[src/rtl/fetch_pkg.sv]
// Shared types for the fetch/redirect slice: PC width, statistics width, per-stage prediction metadata.
// Pure definitions; no timing or flow-control behaviour of its own.
package fetch_pkg;

    localparam int PC_W  = 5;
    localparam int CNT_W = 16;

    typedef struct packed {
        logic            valid;
        logic [PC_W-1:0] pc;
        logic            pred_taken;
        logic [PC_W-1:0] pred_target;
    } bp_meta_t;

    function automatic logic [PC_W-1:0] pc_inc(input logic [PC_W-1:0] pc);
        return pc + PC_W'(1);
    endfunction

endpackage

[src/rtl/bp_meta_stage.sv]
// One pipeline slot of prediction metadata; one-cycle register latency.
// kill clears valid and beats load; with neither asserted the entry holds.
module bp_meta_stage
    import fetch_pkg::*;
(
    input  logic     clk,
    input  logic     rst,
    input  logic     load,
    input  logic     kill,
    input  bp_meta_t meta_in,
    output bp_meta_t meta_out
);

    bp_meta_t meta_q;
    bp_meta_t meta_d;

    always_comb begin
        meta_d = meta_q;
        if (kill) begin
            meta_d.valid = 1'b0;
        end else if (load) begin
            meta_d = meta_in;
        end
    end

    always_ff @(posedge clk) begin
        if (!rst) begin
            meta_q <= '0;
        end else begin
            meta_q <= meta_d;
        end
    end

    assign meta_out = meta_q;

endmodule

[src/rtl/fetch_redirect_ctrl.sv]
// Fetch PC owner plus EX-stage branch check; predictions reach EX two cycles after fetch, redirect lands next cycle.
// F_stall holds PC and D and bubbles EX; a mispredict overrides the stall.
module fetch_redirect_ctrl
    import fetch_pkg::*;
#(
    parameter int CNT_W = fetch_pkg::CNT_W
) (
    input  logic             clk,
    input  logic             rst,
    input  logic             F_stall,
    input  logic             F_BP_taken,
    input  logic [PC_W-1:0]  F_BP_target_pc,
    input  logic             EX_is_brn,
    input  logic             EX_true_taken,
    input  logic [PC_W-1:0]  EX_alu_out,
    output logic [PC_W-1:0]  F_pc,
    output logic [PC_W-1:0]  EX_pc,
    output logic             EX_brn,
    output logic             EX_mispredict,
    output logic             flush_D,
    output logic [CNT_W-1:0] stat_branches,
    output logic [CNT_W-1:0] stat_mispredicts
);

    logic [PC_W-1:0]  f_pc_q, f_pc_d;
    logic [CNT_W-1:0] stat_br_q, stat_br_d;
    logic [CNT_W-1:0] stat_mp_q, stat_mp_d;
    bp_meta_t         d_in, d_meta, ex_meta;
    logic             ex_taken, mispredict, ex_brn;
    logic [PC_W-1:0]  redirect_pc;

    // A non-branch never redirects to EX_alu_out, whatever EX_true_taken says.
    always_comb begin
        ex_taken   = EX_is_brn & EX_true_taken;
        mispredict = 1'b0;
        if (ex_meta.valid) begin
            if (EX_is_brn) begin
                mispredict = (ex_meta.pred_taken != EX_true_taken) |
                             (EX_true_taken & (ex_meta.pred_target != EX_alu_out));
            end else begin
                mispredict = ex_meta.pred_taken;
            end
        end
        redirect_pc = ex_taken ? EX_alu_out : pc_inc(ex_meta.pc);
        ex_brn      = EX_is_brn & ex_meta.valid;
    end

    always_comb begin
        f_pc_d = pc_inc(f_pc_q);
        if (mispredict) begin
            f_pc_d = redirect_pc;
        end else if (F_stall) begin
            f_pc_d = f_pc_q;
        end else if (F_BP_taken) begin
            f_pc_d = F_BP_target_pc;
        end
    end

    always_comb begin
        d_in.valid       = 1'b1;
        d_in.pc          = f_pc_q;
        d_in.pred_taken  = F_BP_taken;
        d_in.pred_target = F_BP_target_pc;
    end

    bp_meta_stage u_d_stage (
        .clk      (clk),
        .rst      (rst),
        .load     (!F_stall),
        .kill     (mispredict),
        .meta_in  (d_in),
        .meta_out (d_meta)
    );

    bp_meta_stage u_ex_stage (
        .clk      (clk),
        .rst      (rst),
        .load     (1'b1),
        .kill     (mispredict | F_stall),
        .meta_in  (d_meta),
        .meta_out (ex_meta)
    );

    always_comb begin
        stat_br_d = stat_br_q;
        stat_mp_d = stat_mp_q;
        if (ex_brn && (stat_br_q != '1)) begin
            stat_br_d = stat_br_q + CNT_W'(1);
        end
        if (mispredict && (stat_mp_q != '1)) begin
            stat_mp_d = stat_mp_q + CNT_W'(1);
        end
    end

    always_ff @(posedge clk) begin
        if (!rst) begin
            f_pc_q    <= '0;
            stat_br_q <= '0;
            stat_mp_q <= '0;
        end else begin
            f_pc_q    <= f_pc_d;
            stat_br_q <= stat_br_d;
            stat_mp_q <= stat_mp_d;
        end
    end

    assign F_pc             = f_pc_q;
    assign EX_pc            = ex_meta.pc;
    assign EX_brn           = ex_brn;
    assign EX_mispredict    = mispredict;
    assign flush_D          = mispredict;
    assign stat_branches    = stat_br_q;
    assign stat_mispredicts = stat_mp_q;

endmodule
[config.mk]
export PLATFORM = sky130hd
export DESIGN_NAME = fetch_redirect_ctrl
export DESIGN_NICKNAME = d
export VERILOG_FILES = /design/src/rtl/fetch_pkg.sv /design/src/rtl/bp_meta_stage.sv /design/src/rtl/fetch_redirect_ctrl.sv
export SDC_FILE = /design/constraint.sdc
export NUM_CORES = 1
export LEC_CHECK = 0
export ABC_AREA = 1
export CORE_MARGIN = 2
export CORE_UTILIZATION = 48
export DETAILED_ROUTE_END_ITERATION = 10
export GPL_ROUTABILITY_DRIVEN = 1
export HOLD_SLACK_MARGIN = 0.06
export PLACE_DENSITY = 0.78
export SLEW_MARGIN = 15
export SYNTH_ARGS = -nofsm -noshare
export SYNTH_HDL_FRONTEND = slang
export SYNTH_HIERARCHICAL = 1
export SYNTH_SLANG_ARGS = --single-unit
export TNS_END_PERCENT = 1
[constraint.sdc]
create_clock -name clk -period 1.63 [get_ports clk]
set_clock_uncertainty 0.05 [all_clocks]
set_input_delay 0.326 -clock clk [delete_from_list [all_inputs] [get_ports clk]]
set_output_delay 0.326 -clock clk [all_outputs]
set_load 0.03 [all_outputs]
==> results_tabular.tex <==
\begin{tabular}{lr}
\hline
Metric & Value \\
\hline
\multicolumn{2}{l}{\textbf{Routing}} \\
\quad Detailed-router iteration count before antenna repair & 5 \\
\quad Count of unresolved DRC violations after routing & 0 \\
\quad Routed len/inst & 12.3 um \\
\quad Vias post-DR & 3821 \\
\quad Post-DRT Antenna Nets & 0 \\
\quad Initial detailed-routing violation count & roughly 240 \\
\quad Post-detailed-routing wire length & 9.35 mm \\
\quad Post-detailed-route via-to-cell ratio & between 5 and 6 \\
\multicolumn{2}{l}{\textbf{Power and ir drop}} \\
\quad Peak supply drop & 0.436 mV \\
\quad Power share of the combinational group & between 10\% and 20\% \\
\quad Net switching power & about 0.86 mW \\
\quad Total chip power & 3.39 mW \\
\quad Switching portion of total power & 25.3\% \\
\quad Power Dens Cells & 699 mW/mm\^{}2 \\
\quad Clock group share of total power & 41.8\% \\
\quad Flop pwr share & 46.1\% \\
\quad Int Pwr & 2.53 mW \\
\quad Lkg Pwr & 2.25 nW \\
\multicolumn{2}{l}{\textbf{Cells and area}} \\
\quad Number of nets in the layout & 677 \\
\quad Share of final-layout standard cells stronger than drive strength 1 & 20.5\% \\
\quad Antenna diodes & 0 \\
\quad Core utilization of the finished layout & 67.3\% \\
\quad Final Instance Count excl. Fillers & approximately 760 \\
\quad Growth of design area from synthesis to finish & 36.0\% \\
\quad Fill cell instance count of the final layout & 667 \\
\multicolumn{2}{l}{\textbf{Clock network}} \\
\quad Total clock buffers created by CTS & 9 \\
\quad Latest clock arrival within the worst-skew pair & roughly 0.34 ns \\
\quad Clock tree sinks & 61 \\
\quad TritonCTS clock tree & done \\
\quad Clock transition time at the flip-flop clock pins of the worst setup and hold paths & 0.07 ns \\
\quad Clock root buffer & sky130\_fd\_sc\_hd\_\_clkbuf\_8 \\
\quad H-tree levels & 3 \\
\quad Largest buffer count on any clock path & 2 \\
\quad CTS hold repair buffers & 0 \\
\multicolumn{2}{l}{\textbf{Floorplan}} \\
\quad Vert. Die Dim & roughly 90 um \\
\quad Starting density of the core & 49.5\% \\
\quad Core Area & a little over 0.007 sq mm \\
\quad Overall die width & $\sim$90 um \\
\quad Total Die Area & between 0.008 and 0.009 sq mm \\
\quad Placement Rows & 31 \\
\quad Number of top-level pins & 61 \\
\multicolumn{2}{l}{\textbf{Critical path}} \\
\quad Startpoint kind of the worst setup timing path & flip-flop \\
\quad Critical Path RT & 1.25 ns \\
\quad Crit path capture type & output port \\
\quad Data arrival, critical path & around 1.4 ns \\
\quad Maximum fanout encountered on the critical timing path & 3 \\
\quad Worst r2r src & u\_ex\_stage/meta\_out[4] \\
\quad Startpoint of the most critical setup path & u\_ex\_stage/meta\_out[4] \\
\quad CP Class & reg2out \\
\multicolumn{2}{l}{\textbf{Place}} \\
\quad \# port buffers & 60 \\
\quad Post-DP HPWL & 6.92 mm \\
\quad GP Congestion & slightly below 1 \\
\quad Worst slack at placement & -0.813 ns \\
\quad Cell total after placement & around 740 \\
\multicolumn{2}{l}{\textbf{Logic synthesis}} \\
\quad Yosys warns & 6 \\
\quad Post-synthesis average cell area & 6.54 sq um \\
\quad Synthesized area & 0.00357 sq mm \\
\quad Synthesized instance count & around 550 \\
\quad Portion of the post-synthesis area used by sequential elements & 34.2\% \\
\quad \#FFs+latches synth & 61 \\
\quad Number of distinct standard cells referenced by the synthesized netlist & 33 \\
\multicolumn{2}{l}{\textbf{Worst hold path}} \\
\quad Hold\_sp & u\_d\_stage/meta\_out[11] \\
\quad Hold crit path type & reg2reg \\
\multicolumn{2}{l}{\textbf{STA}} \\
\quad RSZ-0062 raised after global routing & true \\
\quad Crit share post-route & 111\% \\
\quad PnR worst setup slack & -0.183 ns \\
\quad Final hold viol count & 0 \\
\quad Top achievable clock speed & 551 MHz \\
\quad Final number of setup-violating endpoints & 11 \\
\quad Count of pins over their slew limit & 0 \\
\quad Setup TNS & -0.634 ns \\
\quad Min cycle time layout & about 1.8 ns \\
\multicolumn{2}{l}{\textbf{Global routing}} \\
\quad All-layer global routing usage & 23.7\% \\
\quad First-pass GRT wire length & about 16 mm \\
\quad Routing usage on met1 & 27.9\% \\
\quad Met3 capacity usage during global routing & 3.34\% \\
\quad Met2 routing resource usage after global routing & 42.7\% \\
\quad Most Crowded Layer GR & met2 \\
\quad GRT overflow & 0 \\
\quad Antenna violations before repair & 0 \\
\quad Via count of the first global-routing pass & $\sim$3700 \\
\quad Largest net degree at the start of global routing & 26 \\
\multicolumn{2}{l}{\textbf{Run}} \\
\quad Max-cap violation count & 0 \\
\multicolumn{2}{l}{\textbf{Status}} \\
\quad Violations in the final reports & negative setup slack \\
\quad Result of the run & finished, violations left \\
\hline
\end{tabular}
## per-stage QoR
step                      area [sq um]  hold slack, ns
after CTS                         4790           0.413
after floorplan                   3600           0.382
after detailed placement          4620           0.400
after global routing              4860           0.417
final                             4860           0.415
after global placement            4620           0.405
## routing by layer
metal	wire [um]	share of wire, %
met1	3940	42
met2	4690	50
met3	479	5.1
met4	236	2.5
met5	0	0
## cells in the final DEF (no fill, tap or decap), types with 3 or more instances in the layout
| master | count |
|---|---|
| sky130_fd_sc_hd__conb_1 | 5 |
| sky130_fd_sc_hd__nor2_2 | 4 |
| sky130_fd_sc_hd__buf_12 | 4 |
| sky130_fd_sc_hd__a21oi_2 | 9 |
| sky130_fd_sc_hd__clkdlybuf4s50_1 | 8 |
| sky130_fd_sc_hd__a21oi_1 | 18 |
| sky130_fd_sc_hd__dlygate4sd2_1 | 48 |
| sky130_fd_sc_hd__nor2_1 | 75 |
| sky130_fd_sc_hd__dfxtp_1 | 47 |
| sky130_fd_sc_hd__xor2_1 | 10 |
| sky130_fd_sc_hd__o21ai_0 | 6 |
| sky130_fd_sc_hd__nand2_2 | 14 |
| sky130_fd_sc_hd__inv_2 | 8 |
| sky130_fd_sc_hd__nor3_1 | 10 |
| sky130_fd_sc_hd__clkbuf_8 | 12 |
| sky130_fd_sc_hd__xnor2_1 | 11 |
| sky130_fd_sc_hd__nand4_1 | 7 |
| sky130_fd_sc_hd__nor2_4 | 6 |
| sky130_fd_sc_hd__buf_4 | 47 |
| sky130_fd_sc_hd__dfxtp_2 | 12 |
| sky130_fd_sc_hd__nand3_1 | 61 |
| sky130_fd_sc_hd__nand2_1 | 142 |
| sky130_fd_sc_hd__buf_6 | 4 |
| sky130_fd_sc_hd__inv_1 | 62 |
| sky130_fd_sc_hd__ha_1 | 3 |
| sky130_fd_sc_hd__o21ai_1 | 6 |
## final cells by class
class	instances	area [sq um]	area share, %
sequential	61	1240	25.6
tap	99	124	2.55
clock buffer	13	169	3.48
multi-input combinational	400	2010	41.3
timing repair buffer	112	988	20.4
inverter	73	283	5.82
clock inverter	3	42.5	0.876
## power groups by stage
| stage | clock network [mW] | registers, mW | logic, mW |
|---|---|---|---|
| after floorplan | 0 | 1.63 | 0.207 |
| after global placement | 0 | 1.60 | 0.399 |
| after detailed placement | 0 | 1.60 | 0.408 |
| after CTS | 1.45 | 1.57 | 0.397 |
| after global routing | 1.52 | 1.57 | 0.454 |
| final | 1.42 | 1.56 | 0.408 |
## flip-flops by register name, summed over array words and instances (netlist names)
name	count
F_pc	5
stat_branches	16
stat_mispredicts	16
u_d_stage/meta_out	12
u_ex_stage/meta_out	12
## critical path: stages, from the launching register on
cell and delay [ns]:
sky130_fd_sc_hd__dfxtp_2 0.35, sky130_fd_sc_hd__inv_1 0.05, sky130_fd_sc_hd__nand2_1 0.05, sky130_fd_sc_hd__nand2_1 0.05
sky130_fd_sc_hd__nor2_1 0.11, sky130_fd_sc_hd__nand3_2 0.13, sky130_fd_sc_hd__nand2_4 0.10, sky130_fd_sc_hd__clkinvlp_4 0.12
sky130_fd_sc_hd__buf_6 0.16
## synthesized netlist by cell type, drive strengths merged
library cell | instances | area share [%]
o22ai | 2 | 0.35
and2 | 1 | 0.18
nand4 | 7 | 1.2
o21a | 1 | 0.25
nor3 | 10 | 1.4
dfxtp | 61 | 34
a21oi | 27 | 4.7
conb | 1 | 0.11
nand2 | 158 | 18
xor2 | 11 | 2.9
nand3 | 64 | 9.6
inv | 73 | 7.7
o21bai | 2 | 0.42
buf | 15 | 3.6
clkbuf | 2 | 0.21
nor2 | 84 | 9.8
xnor2 | 11 | 2.7
ha | 4 | 1.4
o21ai | 12 | 1.7
## final timing paths
path,endpoint,slack [ns],depth (start not counted)
worst max register to register,u_ex_stage/meta_out[9],-0.05,12
worst min register to register,u_ex_stage/meta_out[11],0.42,2
worst min-delay path,u_ex_stage/meta_out[11],0.42,2
worst max-delay path,EX_mispredict,-0.18,8
## what timing repair did
item,CTS,global route
pin swaps,9,7
setup endpoints to repair,82,54
gates cloned,0,1
buffers inserted,0,0
resized for setup,71,25
## kinds of logic (layout without fill, tap and decap cells)
family                   count (synthesis)  count (layout)  synth area share [%]
AND/OR/NAND/NOR                        324             325                  39.8
buffers and inverters                   90             201                  11.5
flip-flops                              61              61                  34.2
AO/OA/AOI/OAI                           44              44                  7.43
XOR/XNOR                                22              22                  5.61
adder cells (fa/ha/maj)                  4               4                  1.40
other                                    1               5                 0.105
Power figures use the tool's default switching activity.
